<file path="config.mk">
export PLATFORM = sky130hd
export DESIGN_NAME = div_unit
export DESIGN_NICKNAME = d
export VERILOG_FILES = /design/src/rtl/mul_div_pkg.sv /design/src/rtl/div_step.sv /design/src/rtl/div_unit.sv
export SDC_FILE = /design/constraint.sdc
export NUM_CORES = 1
export LEC_CHECK = 0
export ABC_AREA = 1
export ABC_CLOCK_PERIOD_IN_PS = 7510
export CAP_MARGIN = 15
export CELL_PAD_IN_SITES_DETAIL_PLACEMENT = 1
export CELL_PAD_IN_SITES_GLOBAL_PLACEMENT = 1
export CORE_MARGIN = 5
export CORE_UTILIZATION = 45
export DETAILED_ROUTE_END_ITERATION = 8
export GPL_ROUTABILITY_DRIVEN = 0
export PLACE_DENSITY_LB_ADDON = 0.1
export SLEW_MARGIN = 20
export SYNTH_ARGS = -nofsm -noshare
export SYNTH_HDL_FRONTEND = slang
export SYNTH_SLANG_ARGS = --single-unit
export TNS_END_PERCENT = 50
</file>
<file path="constraint.sdc">
create_clock -name clk -period 7.51 [get_ports clk]
set_input_delay 1.1265 -clock clk [delete_from_list [all_inputs] [get_ports clk]]
set_output_delay 1.1265 -clock clk [all_outputs]
set_load 0.03 [all_outputs]
</file>
<file path="src/rtl/mul_div_pkg.sv">
// rtl/mul_div_pkg.sv - shared op encoding, divider state enum and op decode helpers
package mul_div_pkg;

    localparam logic [1:0] OP_DIV  = 2'b00;
    localparam logic [1:0] OP_DIVU = 2'b01;
    localparam logic [1:0] OP_REM  = 2'b10;
    localparam logic [1:0] OP_REMU = 2'b11;

    typedef enum logic [1:0] {
        ST_IDLE,
        ST_CALC,
        ST_FIX,
        ST_DONE
    } div_state_e;

    function automatic logic is_signed(input logic [1:0] op);
        return (op == OP_DIV) || (op == OP_REM);
    endfunction

    function automatic logic is_rem(input logic [1:0] op);
        return (op == OP_REM) || (op == OP_REMU);
    endfunction

endpackage

</file>
<file path="src/rtl/div_step.sv">
// rtl/div_step.sv - one combinational radix-2 non-restoring division iteration
module div_step #(
    parameter int XLEN = 32
) (
    input  logic [XLEN:0]   rem_in,
    input  logic            dividend_bit,
    input  logic [XLEN-1:0] divisor,
    output logic            q_bit,
    output logic [XLEN:0]   rem_out
);

    logic [XLEN:0] shifted;
    logic [XLEN:0] divisor_ext;

    // The shift may wrap in XLEN+1 bits; the add/sub brings it back into range.
    always_comb begin
        shifted     = {rem_in[XLEN-1:0], dividend_bit};
        divisor_ext = {1'b0, divisor};
        if (rem_in[XLEN]) begin
            rem_out = shifted + divisor_ext;
        end else begin
            rem_out = shifted - divisor_ext;
        end
        q_bit = ~rem_out[XLEN];
    end

endmodule

</file>
<file path="src/rtl/div_unit.sv">
// rtl/div_unit.sv - multi-cycle RV32M/RV64M divider; DIV_REM_FUSE_EN enables DIV/REM result reuse
import mul_div_pkg::*;

module div_unit #(
    parameter int XLEN = 32
) (
    input  logic            clk,
    input  logic            rst,
    input  logic            flush,
    input  logic            in_valid,
    output logic            in_ready,
    input  logic [1:0]      in_op,
    input  logic [XLEN-1:0] in_a,
    input  logic [XLEN-1:0] in_b,
    output logic            out_valid,
    input  logic            out_ready,
    output logic [XLEN-1:0] out_result,
    output logic            busy
);

    localparam int CW = $clog2(XLEN);
    localparam logic [CW-1:0]   CNT_LAST = CW'(XLEN - 1);
    localparam logic [XLEN-1:0] MIN_NEG  = {1'b1, {(XLEN-1){1'b0}}};

    div_state_e      state_q, state_d;
    logic [CW-1:0]   cnt_q, cnt_d;
    logic            signed_q, signed_d;
    logic            rem_op_q, rem_op_d;
    logic            sign_a_q, sign_a_d;
    logic            sign_b_q, sign_b_d;
    logic [XLEN-1:0] abs_b_q, abs_b_d;
    logic [XLEN:0]   prem_q, prem_d;
    logic [XLEN-1:0] quo_q, quo_d;
    logic [XLEN-1:0] res_q, res_d;

    logic            in_signed, in_rem, a_neg, b_neg, div_zero, overflow, fuse_hit;
    logic [XLEN-1:0] abs_a, abs_b;
    logic            step_q_bit;
    logic [XLEN:0]   step_rem, rem_fixed;
    logic [XLEN-1:0] quo_final, rem_final;

`ifdef DIV_REM_FUSE_EN
    logic            fz_valid_q, fz_valid_d;
    logic [XLEN-1:0] fz_a_q, fz_a_d, fz_b_q, fz_b_d;
    logic            fz_signed_q, fz_signed_d;
    logic            fz_rem_op_q, fz_rem_op_d;
    logic [XLEN-1:0] fz_quo_q, fz_quo_d, fz_rem_q, fz_rem_d;
`endif

    // Quotient bits shift in from the bottom of quo_q as dividend bits leave the top.
    div_step #(.XLEN(XLEN)) u_step (
        .rem_in       (prem_q),
        .dividend_bit (quo_q[XLEN-1]),
        .divisor      (abs_b_q),
        .q_bit        (step_q_bit),
        .rem_out      (step_rem)
    );

    always_comb begin
        in_signed = is_signed(in_op);
        in_rem    = is_rem(in_op);
        a_neg     = in_signed & in_a[XLEN-1];
        b_neg     = in_signed & in_b[XLEN-1];
        abs_a     = a_neg ? -in_a : in_a;
        abs_b     = b_neg ? -in_b : in_b;
        div_zero  = (in_b == '0);
        overflow  = in_signed && (in_a == MIN_NEG) && (in_b == '1);
`ifdef DIV_REM_FUSE_EN
        fuse_hit  = fz_valid_q && (in_a == fz_a_q) && (in_b == fz_b_q) &&
                    (in_signed == fz_signed_q) && (in_rem != fz_rem_op_q);
`else
        fuse_hit  = 1'b0;
`endif
        rem_fixed = prem_q[XLEN] ? (prem_q + {1'b0, abs_b_q}) : prem_q;
        quo_final = (signed_q && (sign_a_q ^ sign_b_q)) ? -quo_q : quo_q;
        rem_final = (signed_q && sign_a_q) ? -rem_fixed[XLEN-1:0] : rem_fixed[XLEN-1:0];
    end

    always_comb begin
        state_d  = state_q;
        cnt_d    = cnt_q;
        signed_d = signed_q;
        rem_op_d = rem_op_q;
        sign_a_d = sign_a_q;
        sign_b_d = sign_b_q;
        abs_b_d  = abs_b_q;
        prem_d   = prem_q;
        quo_d    = quo_q;
        res_d    = res_q;
`ifdef DIV_REM_FUSE_EN
        fz_valid_d  = fz_valid_q;
        fz_a_d      = fz_a_q;
        fz_b_d      = fz_b_q;
        fz_signed_d = fz_signed_q;
        fz_rem_op_d = fz_rem_op_q;
        fz_quo_d    = fz_quo_q;
        fz_rem_d    = fz_rem_q;
`endif
        unique case (state_q)
            ST_IDLE: begin
                if (in_valid) begin
                    signed_d = in_signed;
                    rem_op_d = in_rem;
                    sign_a_d = a_neg;
                    sign_b_d = b_neg;
                    abs_b_d  = abs_b;
                    quo_d    = abs_a;
                    prem_d   = '0;
                    cnt_d    = '0;
                    if (div_zero || overflow) begin
                        if (div_zero) begin
                            res_d = in_rem ? in_a : '1;
                        end else begin
                            res_d = in_rem ? '0 : in_a;
                        end
                        state_d = ST_DONE;
`ifdef DIV_REM_FUSE_EN
                        fz_valid_d = 1'b0;
`endif
                    end else if (fuse_hit) begin
`ifdef DIV_REM_FUSE_EN
                        res_d = in_rem ? fz_rem_q : fz_quo_q;
`endif
                        state_d = ST_DONE;
                    end else begin
                        state_d = ST_CALC;
`ifdef DIV_REM_FUSE_EN
                        fz_valid_d  = 1'b0;
                        fz_a_d      = in_a;
                        fz_b_d      = in_b;
                        fz_signed_d = in_signed;
                        fz_rem_op_d = in_rem;
`endif
                    end
                end
            end
            ST_CALC: begin
                prem_d = step_rem;
                quo_d  = {quo_q[XLEN-2:0], step_q_bit};
                cnt_d  = cnt_q + CW'(1);
                if (cnt_q == CNT_LAST) begin
                    state_d = ST_FIX;
                end
            end
            ST_FIX: begin
                res_d   = rem_op_q ? rem_final : quo_final;
                state_d = ST_DONE;
`ifdef DIV_REM_FUSE_EN
                fz_valid_d = 1'b1;
                fz_quo_d   = quo_final;
                fz_rem_d   = rem_final;
`endif
            end
            ST_DONE: begin
                if (out_ready) begin
                    state_d = ST_IDLE;
                end
            end
            default: state_d = ST_IDLE;
        endcase
        // Flush aborts like reset but keeps the last result visible.
        if (flush) begin
            state_d = ST_IDLE;
`ifdef DIV_REM_FUSE_EN
            fz_valid_d = 1'b0;
`endif
        end
    end

    always_ff @(posedge clk) begin
        if (rst) begin
            state_q  <= ST_IDLE;
            cnt_q    <= '0;
            signed_q <= 1'b0;
            rem_op_q <= 1'b0;
            sign_a_q <= 1'b0;
            sign_b_q <= 1'b0;
            abs_b_q  <= '0;
            prem_q   <= '0;
            quo_q    <= '0;
            res_q    <= '0;
        end else begin
            state_q  <= state_d;
            cnt_q    <= cnt_d;
            signed_q <= signed_d;
            rem_op_q <= rem_op_d;
            sign_a_q <= sign_a_d;
            sign_b_q <= sign_b_d;
            abs_b_q  <= abs_b_d;
            prem_q   <= prem_d;
            quo_q    <= quo_d;
            res_q    <= res_d;
        end
    end

`ifdef DIV_REM_FUSE_EN
    always_ff @(posedge clk) begin
        if (rst) begin
            fz_valid_q  <= 1'b0;
            fz_a_q      <= '0;
            fz_b_q      <= '0;
            fz_signed_q <= 1'b0;
            fz_rem_op_q <= 1'b0;
            fz_quo_q    <= '0;
            fz_rem_q    <= '0;
        end else begin
            fz_valid_q  <= fz_valid_d;
            fz_a_q      <= fz_a_d;
            fz_b_q      <= fz_b_d;
            fz_signed_q <= fz_signed_d;
            fz_rem_op_q <= fz_rem_op_d;
            fz_quo_q    <= fz_quo_d;
            fz_rem_q    <= fz_rem_d;
        end
    end
`endif

    assign in_ready   = (state_q == ST_IDLE);
    assign busy       = (state_q != ST_IDLE);
    assign out_valid  = (state_q == ST_DONE);
    assign out_result = res_q;

endmodule

</file>
==> summary.md <==
| Metric | Value |
|---|---|
| Status | `completed` |
| Clk network pwr share | `0.315` |
| 1st-iter DRT viols | `1344` |
| Flops & latches, synth | `140` |
| Avg Cell Area, Syn | `5.83 sq um` |
| Part of the power in registers | `0.316` |
| Die Wd | `190 microns` |
| Final period utilization | `0.684` |
| Final #Nets | `2691` |
| Max_cap viols | `0` |
| Port bufs | `105` |
| Drt drc | `0` |
| Largest net degree at the start of global routing | `72` |
| Worst setup SP type | `primary input` |
| Switch Pwr | `0.00115 W` |
| Cell internal pwr | `0.00164 W` |
| Post-synth top area share | `0.192` |
| Cell area after synthesis | `14600 sq um` |
| H-tree levels | `4` |
| Hold Worst Slack | `465 ps` |
| Synth unique cells | `60` |
| Slew at the pin closest to its max-slew limit | `998 ps` |
| Rows | `65` |
| DR pass1 iterations | `8` |
| CTS clock-pin slew for the worst setup and hold paths | `60 ps` |
| RSZ-0062 raised after global routing | `false` |
| TNS Setup | `0 ps` |
| WL final | `58900 microns` |
| Power per cell area | `170 nW/um^2` |
| Max-slew violations | `0` |
| Post-CTS Setup Inserts | `0` |
| Final HPWL DP | `45500 microns` |
| Max FO, Critical Path | `38` |
| Clock skew | `12.6 ps` |
| DR vias | `17300` |
| Initial antenna violation count | `2` |
| Power share of the combinational group | `0.369` |
| Final min period | `5140 ps` |
| Initial Util | `0.459` |
| Boundary Pins | `106` |
| Tot Pwr | `0.00279 W` |
| Syn Nets | `2646` |
| Fmax | `195 MHz` |
| Most frequent cells in the layout | `nand2_1, inv_1, a21oi_1, o21ai_0, nor2_1` |
| Kind of critical path | `in -> reg` |
| Top post-synthesis cells by area | `dfxtp_1, nand2_1, a21oi_1` |
| CP required | `7880 ps` |
| # hold bufs at CTS | `0` |
| DR vias/cell | `5.84` |
| Hold Path Class | `reg -> reg` |
| Clock sinks | `140` |
| Cells after Synth | `2498` |
| Slew Limit Headroom | `0.334` |
| Sw Share | `0.414` |
| Routed wire per std cell | `19.9 microns` |
| Final hold vios | `0` |
| Layout cell share with drive strength beyond 1 | `0.0626` |
| Worst Setup End Kind | `register` |
| Antenna violation net count after detailed routing | `0` |
| First-pass GRT wire length | `93000 microns` |
| CTS resizes | `0` |
| Setup violations, final | `0` |
| Vias in the first global route | `17400` |
| CTS buffer count | `17` |
| Die ar. | `36100 sq um` |
| TritonCTS clock tree | `built` |
| CTS Buffer Depth | `2` |
| Yosys top cell by area | `dfxtp_1` |
| Die height | `190 microns` |
| P&R area growth vs syn | `12.7%` |
| Worst-Skew Late Latency | `460 ps` |
| WP data arrival | `5500 ps` |
| Gr ovfl total | `0` |
| Static Leakage | `7.64 nW` |
| Core Box Area | `31700 sq um` |
| Most common cell after layout, fill and taps aside | `nand2_1` |
| Fillers | `4503` |
| Total track usage | `0.320` |
| Sequential fraction of the synthesis area | `0.192` |
| Clk root buf | `clkbuf_16` |
| Yosys Warn Count | `0` |
| Max IR drop VDD | `164 uV` |
-- kinds of logic (layout without fill, tap and decap cells) --
group,after synthesis,in the layout,share of synthesized area
compound gates,642,642,0.242
xor+xnor,67,67,0.0403
fa+ha+maj,77,77,0.0672
buf+inv,426,484,0.114
flops,140,140,0.192
other cells,0,1,0
simple gates,1146,1146,0.344
-- layout make-up --
cell class | instances | area (sq um) | area share
diodes | 1 | 2.50 | 0.000153
multi-input cells | 1932 | 10100 | 0.616
repair buffers | 120 | 1160 | 0.0708
flip-flops and latches | 140 | 2800 | 0.171
inverters | 332 | 1250 | 0.0763
clock buffers | 19 | 443 | 0.0270
clock inverters | 13 | 143 | 0.00869
well taps | 402 | 503 | 0.0307
-- power by group through the flow --
stage | Clock (W) | Sequential, W | Combinational, W
floorplan | 0 | 0.000865 | 0.000700
global placement | 0 | 0.000888 | 0.000962
detailed placement | 0 | 0.000891 | 0.00100
CTS | 0.000887 | 0.000876 | 0.00101
global route | 0.000920 | 0.000885 | 0.00113
finish | 0.000879 | 0.000882 | 0.00103
-- final timing paths --
path / startpoint / end / slack (ps) / cells after the start
setup reg to reg: abs_b_q[1] / prem_q[31] / 2860 / 25
hold reg to reg: out_result[28] / out_result[28] / 470 / 2
hold / removal: out_result[28] / out_result[28] / 470 / 2
setup / recovery: in_op[0] / out_result[2] / 2370 / 14
-- state kept, by name, indices dropped and copies added (netlist names) --
signal,flops
prem_q,33
abs_b_q,32
out_result,32
quo_q,32
cnt_q,5
state_q,2
rem_op_q,1
sign_a_q,1
sign_b_q,1
signed_q,1
-- worst max-delay path, stage by stage --
cell and delay (ps):
clkdlybuf4s50_1 460, inv_1 140, nand2_1 320, inv_1 580
nand3_1 140, nor3_1 170, nand3_1 90, nor3_1 290
nand4_1 160, nand3_2 130, nand3_2 740, inv_2 720
o21ai_0 180, a31oi_1 240
-- synth_stat cells (all sizes together) --
cell,n
a22o,1
o21a,5
clkinv,1
and2,2
nand3,151
fa,2
o41ai,1
nand4,27
dfxtp,140
o21bai,5
or3,2
or2,27
a31o,1
o32ai,2
clkbuf,70
xnor2,16
a311oi,1
a21oi,309
a31oi,15
o31ai,10
buf,24
o21ai,235
a21boi,2
nor3,61
o2111ai,1
o311ai,1
nand3b,9
a22oi,2
and3,1
inv,331
a21o,4
ha,75
o221ai,12
o211ai,31
xor2,51
nor2,222
a211oi,2
o22ai,2
nor4,5
nand2,639
-- stage by stage --
stage	setup slack, ps	instance area [sq um]	util	cells
2_1_floorplan	3620	14600	-	2498
3_3_place_gp	2170	15800	0.499	2926
3_5_place_dp	1960	15800	0.499	2926
4_1_cts	2410	16400	0.517	2958
5_1_grt	2020	16400	0.517	2959
6_report	2370	16400	0.517	2959
-- per-layer routing --
metal,up-vias,part of all wire,global-route usage
li1,8348,-,-
met1,8246,0.45,0.434
met2,584,0.45,0.516
met3,102,0.077,0.0598
met4,0,0.028,0.0988
met5,-,0,0
(Power assumes the default switching activity.)
